$ cat config.mk
export PLATFORM = sky130hd
export DESIGN_NAME = sfx_tone_gen
export DESIGN_NICKNAME = d
export VERILOG_FILES = /design/src/rtl/breakout_audio_pkg.sv /design/src/rtl/sfx_tone_gen_osc.sv /design/src/rtl/sfx_tone_gen.sv
export SDC_FILE = /design/constraint.sdc
export NUM_CORES = 1
export LEC_CHECK = 0
export CAP_MARGIN = 20
export CORE_UTILIZATION = 52
export DETAILED_ROUTE_END_ITERATION = 16
export PLACE_DENSITY = 0.8
export SKIP_LAST_GASP = 1
export SLEW_MARGIN = 40
export SYNTH_ARGS = -nofsm -noshare
export SYNTH_HDL_FRONTEND = slang
export SYNTH_SLANG_ARGS = --single-unit
$ cat constraint.sdc
create_clock -name clk -period 4.55 [get_ports clk]
set_clock_uncertainty 0.05 [all_clocks]
set_input_delay 0.91 -clock clk [delete_from_list [all_inputs] [get_ports clk]]
set_output_delay 0.91 -clock clk [all_outputs]
set_load 0.02 [all_outputs]
$ cat src/rtl/breakout_audio_pkg.sv
// Shared types, constants and tone lookup helpers for the breakout sound-effect path.
package breakout_audio_pkg;

  localparam int unsigned SAMPLE_W = 24;
  localparam int unsigned HP_W     = 7;
  localparam int unsigned CNT_W    = 15;
  localparam int unsigned ATT_W    = 3;
  localparam int unsigned N_EVT    = 4;

  localparam logic signed [SAMPLE_W-1:0] AMP = 24'sd1048576;

  localparam int unsigned HP_WALL   = 12;
  localparam int unsigned HP_BRICK  = 24;
  localparam int unsigned HP_PADDLE = 48;
  localparam int unsigned HP_LOSE   = 120;
  localparam int unsigned SUSTAIN   = 4800;
  localparam int unsigned REL_STEP  = 480;
  localparam int unsigned ATT_MAX   = 4;

  // Enum order doubles as event priority (higher value wins).
  typedef enum logic [2:0] {
    SFX_NONE,
    SFX_WALL,
    SFX_BRICK,
    SFX_PADDLE,
    SFX_LOSE
  } sfx_e;

  typedef enum logic [1:0] {
    IDLE,
    PLAY,
    RELEASE
  } sfx_state_e;

  // Square-wave half period in accepted samples.
  function automatic logic [HP_W-1:0] half_period(input sfx_e s);
    case (s)
      SFX_WALL:   return HP_W'(HP_WALL);
      SFX_BRICK:  return HP_W'(HP_BRICK);
      SFX_PADDLE: return HP_W'(HP_PADDLE);
      SFX_LOSE:   return HP_W'(HP_LOSE);
      default:    return HP_W'(HP_WALL);
    endcase
  endfunction

  // Full-level sustain length in accepted samples.
  function automatic logic [CNT_W-1:0] sustain_len(input sfx_e s);
    if (s == SFX_LOSE) return CNT_W'(4 * SUSTAIN);
    return CNT_W'(SUSTAIN);
  endfunction

endpackage

$ cat src/rtl/sfx_tone_gen_osc.sv
// sfx_square_osc: square-wave oscillator with attenuation shift.
//  clk, reset   clock, synchronous active-high reset
//  restart      force phase 0, positive polarity
//  adv          one accepted sample; advance phase
//  hp           half period in samples
//  att          attenuation (right shift) applied to the next sample
//  sample_c     sample that will be current after this clock edge
module sfx_square_osc
  import breakout_audio_pkg::*;
(
  input  logic                       clk,
  input  logic                       reset,
  input  logic                       restart,
  input  logic                       adv,
  input  logic [HP_W-1:0]            hp,
  input  logic [ATT_W-1:0]           att,
  output logic signed [SAMPLE_W-1:0] sample_c
);

  logic [HP_W-1:0]            phase, phase_n;
  logic                       pol, pol_n;
  logic signed [SAMPLE_W-1:0] level;

  // Phase wraps at hp-1 and flips polarity.
  always_comb begin
    phase_n = phase;
    pol_n   = pol;
    if (restart) begin
      phase_n = '0;
      pol_n   = 1'b1;
    end else if (adv) begin
      if (phase == hp - HP_W'(1)) begin
        phase_n = '0;
        pol_n   = ~pol;
      end else begin
        phase_n = phase + HP_W'(1);
      end
    end
  end

  always_ff @(posedge clk) begin
    if (reset) begin
      phase <= '0;
      pol   <= 1'b0;
    end else begin
      phase <= phase_n;
      pol   <= pol_n;
    end
  end

  // Sample is built from next-state polarity so the top can register it.
  always_comb begin
    level    = AMP >>> att;
    sample_c = pol_n ? level : -level;
  end

endmodule

$ cat src/rtl/sfx_tone_gen.sv
// sfx_tone_gen: converts game events into square-wave tones for the codec DAC port.
//  clk, reset                  clock, synchronous active-high reset
//  evt_wall/brick/paddle/lose  level event inputs, rising edge fires
//  mute                        force zero samples, timing unaffected
//  write_ready                 codec accepts a sample this cycle
//  write                       sample valid (write_ready & ~reset)
//  writedata_left/right        signed 24-bit sample, right mirrors left
//  busy                        tone in progress
module sfx_tone_gen
  import breakout_audio_pkg::*;
(
  input  logic                       clk,
  input  logic                       reset,
  input  logic                       evt_wall,
  input  logic                       evt_brick,
  input  logic                       evt_paddle,
  input  logic                       evt_lose,
  input  logic                       mute,
  input  logic                       write_ready,
  output logic                       write,
  output logic signed [SAMPLE_W-1:0] writedata_left,
  output logic signed [SAMPLE_W-1:0] writedata_right,
  output logic                       busy
);

  sfx_state_e                 state, state_n;
  sfx_e                       cur, cur_n, new_sfx;
  logic [CNT_W-1:0]           cnt, cnt_n;
  logic [ATT_W-1:0]           att, att_n;
  logic [N_EVT-1:0]           evt_vec, evt_q, edges;
  logic                       restart;
  logic signed [SAMPLE_W-1:0] osc_sample_c, wdata_n;

  assign write   = write_ready & ~reset;
  assign evt_vec = {evt_lose, evt_paddle, evt_brick, evt_wall};
  assign edges   = evt_vec & ~evt_q;

  // Priority encode: later assignments override, so the highest event wins.
  always_comb begin
    new_sfx = SFX_NONE;
    if (edges[0]) new_sfx = SFX_WALL;
    if (edges[1]) new_sfx = SFX_BRICK;
    if (edges[2]) new_sfx = SFX_PADDLE;
    if (edges[3]) new_sfx = SFX_LOSE;
  end

  // Next state: restart on equal/higher priority event, else sustain/release sequencing.
  always_comb begin
    state_n = state;
    cur_n   = cur;
    cnt_n   = cnt;
    att_n   = att;
    restart = 1'b0;
    if (new_sfx != SFX_NONE && (state == IDLE || new_sfx >= cur)) begin
      state_n = PLAY;
      cur_n   = new_sfx;
      cnt_n   = '0;
      att_n   = '0;
      restart = 1'b1;
    end else begin
      case (state)
        PLAY: begin
          if (write_ready) begin
            if (cnt == sustain_len(cur) - CNT_W'(1)) begin
              state_n = RELEASE;
              cnt_n   = '0;
              att_n   = ATT_W'(1);
            end else begin
              cnt_n = cnt + CNT_W'(1);
            end
          end
        end
        RELEASE: begin
          if (write_ready) begin
            if (cnt == CNT_W'(REL_STEP - 1)) begin
              cnt_n = '0;
              if (att == ATT_W'(ATT_MAX)) begin
                state_n = IDLE;
                cur_n   = SFX_NONE;
                att_n   = '0;
              end else begin
                att_n = att + ATT_W'(1);
              end
            end else begin
              cnt_n = cnt + CNT_W'(1);
            end
          end
        end
        default: ;
      endcase
    end
  end

  sfx_square_osc u_osc (
    .clk      (clk),
    .reset    (reset),
    .restart  (restart),
    .adv      (write_ready && state != IDLE),
    .hp       (half_period(cur)),
    .att      (att_n),
    .sample_c (osc_sample_c)
  );

  assign wdata_n = (state_n == IDLE || mute) ? '0 : osc_sample_c;

  always_ff @(posedge clk) begin
    if (reset) begin
      state           <= IDLE;
      cur             <= SFX_NONE;
      cnt             <= '0;
      att             <= '0;
      evt_q           <= '0;
      writedata_left  <= '0;
      writedata_right <= '0;
      busy            <= 1'b0;
    end else begin
      state           <= state_n;
      cur             <= cur_n;
      cnt             <= cnt_n;
      att             <= att_n;
      evt_q           <= evt_vec;
      writedata_left  <= wdata_n;
      writedata_right <= wdata_n;
      busy            <= (state_n != IDLE);
    end
  end

endmodule

Yosys cells after proc, flatten, opt, wreduce, memory -nomap -nowiden

Index checks and enable logic that the tools add are counted.

Flip-flop bits (word level): 60
Output and inout bits: 50

Add/sub/neg operators: 6
$lt $le $gt $ge: 1
Eq/ne operators: 11
Shift operators: 1
Mux-type cells: 44
Bitwise logic cells: 5
Reduce and logical (&&, ||, !) cells: 19

Operator list:

| operator                                                               | number |
|---|---|
| 15-bit two-way mux                                                     | 9 |
| 3-bit two-way mux                                                      | 14 |
| 15-bit one-hot mux with 2 select lines                                 | 1 |
| 24-bit two-way mux                                                     | 1 |
| 24-bit negator                                                         | 1 |
| 22-bit by 3-bit >>> shifter with 24-bit output, first input constant   | 1 |
| 7-bit one-hot mux with 3 select lines                                  | 1 |
| 15-bit by 1-bit adder with 15-bit output, second input constant        | 1 |
| 15-bit equality test                                                   | 1 |
| 15-bit by 9-bit equality test with 1-bit output, second input constant | 1 |
| 15-bit by 1-bit subtractor with 15-bit output, second input constant   | 1 |
| 2-bit nonzero test                                                     | 7 |
| 2-bit two-way mux                                                      | 6 |
| 1-bit two-way mux                                                      | 9 |
| 7-bit by 1-bit adder with 7-bit output, second input constant          | 1 |
| 7-bit equality test                                                    | 1 |
| 7-bit two-way mux                                                      | 1 |
| 7-bit by 1-bit subtractor with 7-bit output, second input constant     | 1 |
| 3-bit by 2-bit equality test with 1-bit output, second input constant  | 2 |
| 3-bit equality test, second input constant                             | 2 |
| 3-bit one-hot mux with 2 select lines                                  | 1 |
| 2-bit OR reduction                                                     | 3 |
| 4-bit bitwise AND                                                      | 1 |
| 2-bit logical NOT                                                      | 2 |
| 14 further kinds                                                       | 18 |

Depth between registers and ports, before layout

Word-level depth: 23
Depth in mapped cells: 16
Depth with buffers taken out: 14

Cells and area by module

Synthesis repeated with hierarchy kept, for this count alone.

Cell total of the unflattened synthesis: 380
Area total of the unflattened synthesis: 3,348.2 µm²

By module, submodules not included:

| module         | times used | cells an instance | area an instance (µm²) | sequential area each (µm²) |
|---|---|---|---|---|
| sfx_tone_gen   | 1          | 261               | 2,419.8                | 1,041.0 |
| sfx_square_osc | 1          | 119               | 928.4                  | 160.2 |

Worst setup path before layout

Ideal clock, no wire load.

Path kind: input port to flip-flop
Start: input evt_wall
End: register writedata_right[19]
Library setup time: 0.116 ns
Arrival: 3.446 ns
Slack: 0.938 ns
Stages: 13
Path buffers: 1
Cell sequence: nor2b_1 nor2b_1 o21bai_1 ha_1 nor2b_1 o21ai_0 and2_4 buf_6 a211oi_1 nand3_1 ha_1 or4_1 and4_1

Word-level cells in the longest chain between the ends: 12

RTL lines:

| what                                                                                | RTL line                                    | source |
|---|---|---|
| start: declaration                                                                  | sfx_tone_gen.sv:14                          | `input logic evt_wall,` |
| 4-bit bitwise AND (*)                                                               | sfx_tone_gen.sv:36                          | `assign edges = evt_vec & ~evt_q;` |
| 1-bit two-way mux (*)                                                               | sfx_tone_gen.sv:41                          | `if (edges[0]) new_sfx = SFX_WALL;` |
| 3-bit two-way mux (*)                                                               | sfx_tone_gen.sv:42                          | `if (edges[1]) new_sfx = SFX_BRICK;` |
| 3-bit two-way mux (*)                                                               | sfx_tone_gen.sv:43                          | `if (edges[2]) new_sfx = SFX_PADDLE;` |
| 3-bit two-way mux (*)                                                               | sfx_tone_gen.sv:44                          | `if (edges[3]) new_sfx = SFX_LOSE;` |
| 3-bit greater-or-equal comparator                                                   | sfx_tone_gen.sv:54                          | `if (new_sfx != SFX_NONE && (state == IDLE \|\| new_sfx >= cur)) begin` |
| 1-bit logical OR                                                                    | sfx_tone_gen.sv:54                          |  |
| 1-bit logical AND (*)                                                               | sfx_tone_gen.sv:54                          |  |
| 3-bit two-way mux or 2-bit two-way mux (tied branches)                              | sfx_tone_gen.sv:54                          |  |
| 22-bit by 3-bit >>> shifter with 24-bit output or 2-bit logical NOT (tied branches) | sfx_tone_gen_osc.sv:53, sfx_tone_gen.sv:104 |  |
| 24-bit negator or 1-bit logical OR (tied branches)                                  | sfx_tone_gen_osc.sv:54, sfx_tone_gen.sv:104 |  |
| 24-bit two-way mux or 2-bit OR reduction (tied branches)                            | n/a                                         |  |
| end signal: assignment                                                              | sfx_tone_gen.sv:123                         | `writedata_right <= wdata_n;` |
| end: declaration                                                                    | sfx_tone_gen.sv:22                          | `output logic signed [SAMPLE_W-1:0] writedata_right,` |

Mark *: on every way between the ends. The rest lies on a longest branch, timed or not.
A chain may end at the register's enable or synchronous reset.

Final worst setup path

Start: input evt_brick
End: register writedata_right[19]

Word-level cells in the longest chain between the ends: 11

RTL lines:

| what                                                                                | RTL line                                    | source |
|---|---|---|
| start: declaration                                                                  | sfx_tone_gen.sv:15                          | `input logic evt_brick,` |
| 4-bit bitwise AND (*)                                                               | sfx_tone_gen.sv:36                          |  |
| 3-bit two-way mux (*)                                                               | sfx_tone_gen.sv:42                          |  |
| 3-bit two-way mux (*)                                                               | sfx_tone_gen.sv:43                          |  |
| 3-bit two-way mux (*)                                                               | sfx_tone_gen.sv:44                          |  |
| 3-bit greater-or-equal comparator                                                   | sfx_tone_gen.sv:54                          |  |
| 1-bit logical OR                                                                    | sfx_tone_gen.sv:54                          |  |
| 1-bit logical AND (*)                                                               | sfx_tone_gen.sv:54                          |  |
| 3-bit two-way mux or 2-bit two-way mux (tied branches)                              | sfx_tone_gen.sv:54                          |  |
| 22-bit by 3-bit >>> shifter with 24-bit output or 2-bit logical NOT (tied branches) | sfx_tone_gen_osc.sv:53, sfx_tone_gen.sv:104 |  |
| 24-bit negator or 1-bit logical OR (tied branches)                                  | sfx_tone_gen_osc.sv:54, sfx_tone_gen.sv:104 |  |
| 24-bit two-way mux or 2-bit OR reduction (tied branches)                            | n/a                                         |  |

Marked as above.

==> impl_metrics.yaml <==
outcome:
  outcome: "complete, no violations"
synthesis:
  synth_cells: 351
  yosys.area.top_type_share_pct: 32.1
  synth_xor_area_share_pct: 5.67
  synth.avg_cell_area_um2: 8.36
  synth-compound-area-share_pct: 15.2
  yosysWarnings: 0
  synthFlopType: "dfxtp_1"
  ys_seq_area_share_pct: 32.1
  synthAdderAreaFrac_pct: 4.69
  netlist_area_um2: 2940
  synth.distinct_cells: 66
  synthMuxAreaShare_pct: 1.11
  async_flop_share_pct: 0
  synth_area_leaders: "dfxtp_1 32%, buf_4 9.5%, nor2_1 5.6%, ha_1 4.7%, xor2_1 3.0%"
  synth_seq_cells: 47
  synth_edf_count: 0
  yosysTopAreaCell: "dfxtp_1"
  synth_top_family_by_area: "simple AND/OR/NAND/NOR gates"
  yosys.area_share.simple_pct: 27.8
timing:
  setup_tns_ns: 0
  rsz0062_at_grt: "false"
  tightest_slew_ns: 0.763
  timing.hold.ws_ns: 0.428
  layout_setup_ws_ns: 0.424
  clock.fmax_mhz: 242
  slew_headroom_pct: 48.9
  hold_viol: 0
  setup_viol: 0
  min_period_ns: 4.13
  period_share_pct: 90.7
  final_max_slew_viol_count: 0
critical_path:
  crit_arrival_ns: 4.28
  worst-setup-path-type: "in -> reg"
  crit_required_ns: 4.70
  cp-end-kind: "register"
  worstSetupStartpointType: "input port"
  path_cells: "clkdlybuf4s50_1 -> nor2b_1 -> nor2b_1 -> o21bai_1 -> ha_1 -> nor2b_1 -> o21ai_0 -> and2_4 -> a211oi_1 -> nand3_1 -> ha_1 -> or4_1 -> and4_1"
  slowest_stage: "or4_1"
  critPathMaxStageDelay_ns: 0.55
  crit_fanout: 9
  path_common_cell: "nor2b_1"
cells_and_area:
  diodes: 0
  drive_gt1_share_pct: 7.97
  nFillCells: 465
  area.growth.synth_to_final_pct: 9.21
  fin_nets: 382
route:
  viasPerCell: 5.54
  drc: 0
  wl_per_cell_um: 13.6
  antenna_left: 0
  vias: 2403
  first_pass_iters: 4
  wirelength_mm: 5.90
  drt_iter0_markers: 170
clocking:
  cts_buffer_depth: 2
  cts_tree: "done"
  cts_made_buffers: 5
  post-cts-setup-buffer-count: 0
  clk_latency_ns: 0.30
  clkTransAtPathRegs_ns: 0.09
  cts_resized: 0
  htree_num_levels: 2
  hold_buffers: 0
  root_buffer: "clkbuf_8"
  clock-sinks: 47
floorplanning:
  ioPinCount: 58
  dieArea_um2: 5950
  start_util_pct: 55.7
  coreArea_um2: 5270
  die_h_um: 77.1
  row_count: 26
  die_w_um: 77.1
power:
  p_comb_share_pct: 15.1
  vdd_ir_drop_max_uv: 239
  clockPowerShare_pct: 36.1
  power_switching_uw: 235
  seq_power_share_pct: 48.9
  power.internal_uw: 649
  power_density_nw_per_um2: 276
  power.static_leakage_uw: 0.00116
  swShare_pct: 26.6
job:
  max-cap-violations: 0
hold_path:
  hp-class: "reg -> reg"
global_route:
  grt_max_degree: 15
  grt_pass1_vias: 2177
  grt_overflow_total: 0
  grt_pass1_wl_mm: 9.94
  grt.total_usage_pct: 20.7
  antenna_found_initial: 0
placement:
  gp_congestion: 0.902
  port_buffers: 31
  hpwl_mm: 4.37
  pre_cts_slack_ns: 0.205
==> kinds of logic (layout without fill, tap and decap cells) <==
group / after synthesis / count (layout)
adders and majority gates: 11 / 11
xor gates and xnor gates: 19 / 19
other: 1 / 26
buffers and inverters: 62 / 50
muxes: 2 / 2
DFF: 47 / 47
AOI/OAI and AO/OA: 64 / 64
and+or+nand+nor: 145 / 145
==> cell usage after synthesis (4+ instances only) <==
library cell	instances
a211oi_1	5
and4_1	4
nand2b_1	6
nand4_1	6
nor2b_1	13
or2_2	5
buf_2	4
a21oi_1	17
xnor2_1	9
nand2_1	22
buf_4	37
nor3_1	6
o21ai_0	7
inv_1	9
xor2_1	10
ha_1	11
dfxtp_1	47
nor2_1	44
nand3_1	11
clkbuf_1	10
==> final cells by class <==
cell class                 count  area (um^2)  area share (%)
inverter                       9         33.8            1.05
sequential                    47          941            29.4
tap                           70         87.6            2.73
clock buffer                   6         82.6            2.58
clock inverter                 2         35.0            1.09
timing repair buffer          33          325            10.1
multi-input combinational    267         1700            53.0
==> critical path: cells and delay by family <==
family | cells | cell delay, ns
AO/OA/AOI/OAI | 3 | 0.74
buffers and inverters | 1 | 0.47
AND/OR/NAND/NOR | 7 | 1.57
adder cells (fa/ha/maj) | 2 | 0.59
==> power groups by stage <==
stage	combinational (uW)	sequential, uW	clock [uW]
final	133	432	319
after global routing	146	433	341
after CTS	132	432	324
after detailed placement	131	441	0
after global placement	128	441	0
after floorplan	121	439	0
==> flip-flops by register name, indices dropped and copies added (netlist names) <==
signal	count
evt_q	4
u_osc.phase	7
u_osc.pol	1
state	2
cnt	15
busy	1
writedata_right	11
cur	3
att	3
==> per-stage QoR <==
stage / cell area (um^2) / power, uW / cells / util [%]
after CTS: 3200 / 888 / 434 / 60.8
after floorplan: 3030 / 560 / 376 / -
final: 3210 / 884 / 434 / 60.8
after global routing: 3210 / 921 / 434 / 60.8
after detailed placement: 3080 / 572 / 426 / 58.5
after global placement: 3080 / 569 / 426 / 58.5
==> final timing paths <==
path | from | endpoint | slack [ns] | depth (start not counted)
min | cnt[1]$_SDFFE_PP0P_ | cnt[1]$_SDFFE_PP0P_ | 0.43 | 2
min reg2reg | cnt[1]$_SDFFE_PP0P_ | cnt[1]$_SDFFE_PP0P_ | 0.43 | 2
max | evt_brick | writedata_right[19]$_SDFF_PP0_ | 0.42 | 13
max reg2reg | cnt[6]$_SDFFE_PP0P_ | writedata_right[19]$_SDFF_PP0_ | 1.21 | 9
==> per-layer routing <==
layer / wire, um / vias to the layer above / part of all wire, % / global-route usage [%]
met1: 2700 / 1137 / 46 / 26.6
met5: 0 / - / 0 / 0
met4: 61 / 0 / 1.0 / 6.79
li1: - / 1193 / - / -
met3: 322 / 7 / 5.5 / 3.57
met2: 2810 / 66 / 48 / 35.0
==> cells in the final DEF, fill, tap and decap left out, types with 4 or more instances in the layout <==
cell	count
dfxtp_1	47
nor2_1	44
clkdlybuf4s50_1	31
conb_1	26
nand2_1	22
a21oi_1	17
nor2b_1	13
nand3_1	11
ha_1	11
xor2_1	10
inv_1	9
xnor2_1	9
o21ai_0	7
nand4_1	6
nor3_1	6
nand2b_1	6
clkbuf_8	6
a211oi_1	5
or2_2	5
and4_1	4
(Power assumes the default switching activity.)
